===== src/rtl/mem_stage.sv =====
// EX/MEM pipeline register and memory-access stage: issues loads and stores on a
// single-outstanding req/ack bus, aligns store lanes, and extends load data for WB.
module mem_stage #(
    parameter int DATA_WIDTH = 32,
    parameter int REG_WIDTH  = 5
) (
    input  logic                  clk,
    input  logic                  rst_n,
    input  logic                  mem_en_i,
    input  logic                  mem_rw_i,
    input  logic [1:0]            mem_size_i,
    input  logic                  mem_unsigned_i,
    input  logic [DATA_WIDTH-1:0] mem_addr_i,
    input  logic [DATA_WIDTH-1:0] mem_data_i,
    input  logic [REG_WIDTH-1:0]  gprs_waddr_i,
    input  logic [DATA_WIDTH-1:0] gprs_wdata_i,
    input  logic                  flush_i,
    output logic                  bus_req_o,
    output logic                  bus_we_o,
    output logic [DATA_WIDTH-1:0] bus_addr_o,
    output logic [DATA_WIDTH-1:0] bus_wdata_o,
    output logic [3:0]            bus_strb_o,
    input  logic                  bus_ack_i,
    input  logic [DATA_WIDTH-1:0] bus_rdata_i,
    output logic [REG_WIDTH-1:0]  gprs_waddr_o,
    output logic [DATA_WIDTH-1:0] gprs_wdata_o,
    output logic                  misalign_o,
    output logic                  stall
);

    localparam logic [0:0] IDLE = 1'b0;
    localparam logic [0:0] BUSY = 1'b1;

    localparam logic [1:0] SIZE_BYTE = 2'b00;
    localparam logic [1:0] SIZE_HALF = 2'b01;

    logic [0:0]            state_reg;
    logic                  bus_req_reg;
    logic                  bus_we_reg;
    logic [DATA_WIDTH-1:0] bus_addr_reg;
    logic [DATA_WIDTH-1:0] bus_wdata_reg;
    logic [3:0]            bus_strb_reg;
    logic [REG_WIDTH-1:0]  gprs_waddr_reg;
    logic [DATA_WIDTH-1:0] gprs_wdata_reg;
    logic                  misalign_reg;

    // Attributes of the in-flight access, needed when the ack arrives.
    logic [REG_WIDTH-1:0]  rd_reg;
    logic                  load_reg;
    logic                  unsigned_reg;
    logic [1:0]            size_reg;
    logic [1:0]            lane_reg;
    logic                  kill_reg;

    logic                  misaligned;
    logic [1:0]            lane;
    logic [DATA_WIDTH-1:0] store_wdata;
    logic [3:0]            store_strb;
    logic [7:0]            ld_byte;
    logic [15:0]           ld_half;
    logic [DATA_WIDTH-1:0] load_ext;
    logic                  load_wb;

    assign stall = (state_reg == BUSY) && !bus_ack_i;

    assign lane       = mem_addr_i[1:0];
    assign misaligned = ((mem_size_i == SIZE_HALF) && mem_addr_i[0]) ||
                        (mem_size_i[1] && (mem_addr_i[1:0] != 2'b00));

    always_comb begin
        store_wdata = mem_data_i;
        store_strb  = 4'b1111;
        case (mem_size_i)
            SIZE_BYTE: begin
                store_wdata = {4{mem_data_i[7:0]}};
                store_strb  = 4'b0001 << lane;
            end
            SIZE_HALF: begin
                store_wdata = {2{mem_data_i[15:0]}};
                store_strb  = 4'b0011 << lane;
            end
            default: begin
                store_wdata = mem_data_i;
                store_strb  = 4'b1111;
            end
        endcase
        if (!mem_rw_i) begin
            store_strb = 4'b0000;
        end
    end

    always_comb begin
        ld_byte = bus_rdata_i[7:0];
        case (lane_reg)
            2'd1:    ld_byte = bus_rdata_i[15:8];
            2'd2:    ld_byte = bus_rdata_i[23:16];
            2'd3:    ld_byte = bus_rdata_i[31:24];
            default: ld_byte = bus_rdata_i[7:0];
        endcase
        ld_half = lane_reg[1] ? bus_rdata_i[31:16] : bus_rdata_i[15:0];
        case (size_reg)
            SIZE_BYTE: load_ext = unsigned_reg ? {24'b0, ld_byte} : {{24{ld_byte[7]}}, ld_byte};
            SIZE_HALF: load_ext = unsigned_reg ? {16'b0, ld_half} : {{16{ld_half[15]}}, ld_half};
            default:   load_ext = bus_rdata_i;
        endcase
    end

    // A flush in the ack cycle is still "flush while BUSY" for the in-flight load.
    assign load_wb = (state_reg == BUSY) && load_reg && !kill_reg && !flush_i &&
                     (rd_reg != '0);

    always_ff @(posedge clk) begin
        if (!rst_n) begin
            state_reg      <= IDLE;
            bus_req_reg    <= 1'b0;
            bus_we_reg     <= 1'b0;
            bus_addr_reg   <= '0;
            bus_wdata_reg  <= '0;
            bus_strb_reg   <= 4'b0000;
            gprs_waddr_reg <= '0;
            gprs_wdata_reg <= '0;
            misalign_reg   <= 1'b0;
            rd_reg         <= '0;
            load_reg       <= 1'b0;
            unsigned_reg   <= 1'b0;
            size_reg       <= 2'b00;
            lane_reg       <= 2'b00;
            kill_reg       <= 1'b0;
        end else if (stall) begin
            if (flush_i) begin
                kill_reg <= 1'b1;
            end
        end else begin
            state_reg      <= IDLE;
            bus_req_reg    <= 1'b0;
            gprs_waddr_reg <= '0;
            gprs_wdata_reg <= '0;
            misalign_reg   <= 1'b0;
            kill_reg       <= 1'b0;
            if (!flush_i && mem_en_i) begin
                if (misaligned) begin
                    misalign_reg <= 1'b1;
                end else begin
                    state_reg     <= BUSY;
                    bus_req_reg   <= 1'b1;
                    bus_we_reg    <= mem_rw_i;
                    bus_addr_reg  <= {mem_addr_i[DATA_WIDTH-1:2], 2'b00};
                    bus_wdata_reg <= store_wdata;
                    bus_strb_reg  <= store_strb;
                    rd_reg        <= gprs_waddr_i;
                    load_reg      <= !mem_rw_i;
                    unsigned_reg  <= mem_unsigned_i;
                    size_reg      <= mem_size_i;
                    lane_reg      <= lane;
                end
            end else if (!flush_i && (gprs_waddr_i != '0)) begin
                gprs_waddr_reg <= gprs_waddr_i;
                gprs_wdata_reg <= gprs_wdata_i;
            end
            // The completing load owns the single writeback port on its ack edge.
            if (load_wb) begin
                gprs_waddr_reg <= rd_reg;
                gprs_wdata_reg <= load_ext;
            end
        end
    end

    assign bus_req_o    = bus_req_reg;
    assign bus_we_o     = bus_we_reg;
    assign bus_addr_o   = bus_addr_reg;
    assign bus_wdata_o  = bus_wdata_reg;
    assign bus_strb_o   = bus_strb_reg;
    assign gprs_waddr_o = gprs_waddr_reg;
    assign gprs_wdata_o = gprs_wdata_reg;
    assign misalign_o   = misalign_reg;

endmodule


===== config.mk =====
export PLATFORM = sky130hd
export DESIGN_NAME = mem_stage
export DESIGN_NICKNAME = d
export VERILOG_FILES = /design/src/rtl/mem_stage.sv
export SDC_FILE = /design/constraint.sdc
export NUM_CORES = 1
export LEC_CHECK = 0
export CAP_MARGIN = 40
export CORE_AREA = 5 5 117 119
export DETAILED_ROUTE_END_ITERATION = 16
export DIE_AREA = 0 0 122 124
export GPL_ROUTABILITY_DRIVEN = 0
export PLACE_DENSITY = 0.86
export SLEW_MARGIN = 20
export SYNTH_ARGS = -nofsm -noshare
export SYNTH_HDL_FRONTEND = slang
export SYNTH_SLANG_ARGS = --single-unit

===== constraint.sdc =====
create_clock -name clk -period 2.8 [get_ports clk]
set_input_delay 0.56 -clock clk [delete_from_list [all_inputs] [get_ports clk]]
set_output_delay 0.56 -clock clk [all_outputs]
set_load 0.005 [all_outputs]

==> impl_metrics.ini <==
[clock_network]
clk_pin_slew_worst_paths_ps = 50
cts_root_buf = clkbuf_16
cts_sinks = 118
htree_levels = 4
cts_setup_buffers = 0
clock_insertion_delay_worst_skew_ps = 410
cts_tree = built
numCtsBuffers = 17
postCtsHoldBufs = 0
clock_path_buffers = 2
cts_resized = 0

[timing]
slew_headroom_pct = 47.9
hold_viol_final = 0
worstMarginPinSlew_ps = 781
fmax_ghz = 0.419
setup_viol = 0
layout_min_cycle_time_ps = 2380
finalMaxSlewViolations = 0
grt_setup_unrepaired = false
period_share_pct = 85.1
skew_ps = 4.10
tns_ps = 0

[critical_path]
cp-start-kind = primary input
cp.required_ps = 2240
path_common_cell = clkdlybuf4s50_1
crit_arrival_ps = 1820
critPathMaxStageDelay_ps = 550
crit_slowest_cell = clkdlybuf4s50_1
cp_cell_sequence = clkdlybuf4s50_1 > nand2b_1 > inv_2 > clkdlybuf4s50_1
crit_type = in2out
crit_path_end_kind = output pin
cp_max_fo = 5

[cells_and_area]
finalInstanceArea_um2 = 8940
final_util_pct = 71.7
final_common_cell = clkdlybuf4s50_1
nNetsFinal = 1084
area_growth_syn_to_layout_pct = 58.4
drive_above_1_share_pct = 6.91
antenna_cells = 0
mostFrequentLayoutCells = 247 x clkdlybuf4s50_1, 200 x nand2_1, 118 x dfxtp_1

[detailed_routing]
wl_per_cell_um = 18.6
viasPerCell = 5.59
routed_wl_mm = 20.9
dr.pass1.iters = 8
drt_iter0_drc = 799
vias = 6302
drc = 0
drtAntennaViolNets = 0

[pwr]
leakagePower_nw = 3.46
ir_worst_vdd_uv = 400
power.density_nw_per_um2 = 553

[yosys]
synth_warnings = 0
yosysTopAreaCell = dfxtp_1
synth.cell_area_um2 = 5650
ys_ff_latch = 118
synth_ff_type = dfxtp_1
synth.area.top_cells = dfxtp_1 42%, nand2_1 13%, a21boi_1 8.0%, a21oi_1 5.4%, mux2i_1 4.3%
syn-mean-instance-area_um2 = 7.89
synth_seq_area_share_pct = 41.8
netlist.area_leader.share_pct = 41.8
synth_cell_types = 43
synth_edf_count = 0
async_flop_share_pct = 0
synthCells = 716

[floorplanning]
fp-row-count = 41
die_w_um = 122
die_area_um2 = 15100
coreArea_um2 = 12500
die_h_um = 124
initial_core_util_pct = 45.3
ioPinCount = 251

[run_status]
status = completed

[grt]
antenna_found_initial = 0
grt_pass1_wl_mm = 31.5
first_global_vias = 6086
grt_max_degree = 62
grt_overflow = 0
grt_usage_pct = 26.9

[place]
portBuffers = 248
placed_area_um2 = 8280
hpwlAfterDp_mm = 14.8

[hold_path]
hold_class = reg2reg

[flow_run]
maxCapViolCount = 0
where the power goes:
part           internal, W  leakage (nW)  total [W]  switching, W
registers          0.00175         0.961    0.00179     0.0000420
logic             0.000406          2.18   0.000722      0.000316
clock network      0.00165         0.328    0.00243      0.000776
final timing paths:
check	start	endpoint	slack (ps)	depth (start not counted)
max reg2reg	rd_reg[0]	gprs_wdata_o[11]	590	5
min	bus_strb_o[1]	bus_strb_o[1]	450	2
max	bus_ack_i	stall	420	4
min reg2reg	bus_strb_o[1]	bus_strb_o[1]	450	2
stage by stage:
stage / power, W / hold WS [ps] / setup slack [ps] / instances
after global routing: 0.00511 / 468 / 377 / 1127
after floorplan: 0.00210 / 443 / 1010 / 717
final: 0.00494 / 448 / 416 / 1127
after detailed placement: 0.00254 / 446 / 221 / 1095
after global placement: 0.00252 / 439 / 206 / 1094
after CTS: 0.00497 / 453 / 419 / 1127
area by class of cell:
class / instances / area [um2]
inverters: 2 / 7.51
clock buffers: 21 / 470
fillers: 961 / 3520
well taps: 172 / 215
clock inverters: 11 / 195
flip-flops and latches: 118 / 2360
multi-input cells: 534 / 3000
repair buffers: 269 / 2690
layer usage:
layer	wire [um]	share of wire [%]	vias to the layer above	track usage [%]
met5	0	0	-	0
met4	687	3.3	0	10.7
met3	2720	13	54	12.0
met2	9870	47	391	44.9
met1	7650	37	2893	30.2
li1	-	-	2964	-
cells by family after synthesis:
| group | after synthesis | share of synthesized area (%) |
|---|---|---|
| flops | 118 | 41.8 |
| simple gates | 258 | 18.9 |
| buf+inv | 65 | 5.36 |
| other cells | 1 | 0.0664 |
| compound gates | 248 | 29.2 |
| mux | 26 | 4.65 |
synthesized netlist by cell type (2+ instances only):
cell type and instances:
a21boi_1 60, a21oi_1 61, a21oi_2 2, a22o_1 8
a31oi_1 10, a32oi_1 15, and2_1 3, buf_1 5
buf_2 11, buf_4 6, buf_6 3, clkbuf_1 38
dfxtp_1 118, inv_2 2, mux2i_1 24, nand2_1 200
nand2b_1 3, nand3_1 8, nand4_1 8, nor2_1 22
nor2b_1 6, nor3_1 2, nor3_2 2, o211a_1 16
o211ai_1 3, o21ai_0 40, o21ai_1 19, o221ai_1 6
critical path: cells and delay by family:
family / cells / cell delay (ps)
AND/OR/NAND/NOR: 1 / 160
buffers and inverters: 3 / 1090
Note: power is estimated with default switching activity, not from simulation.
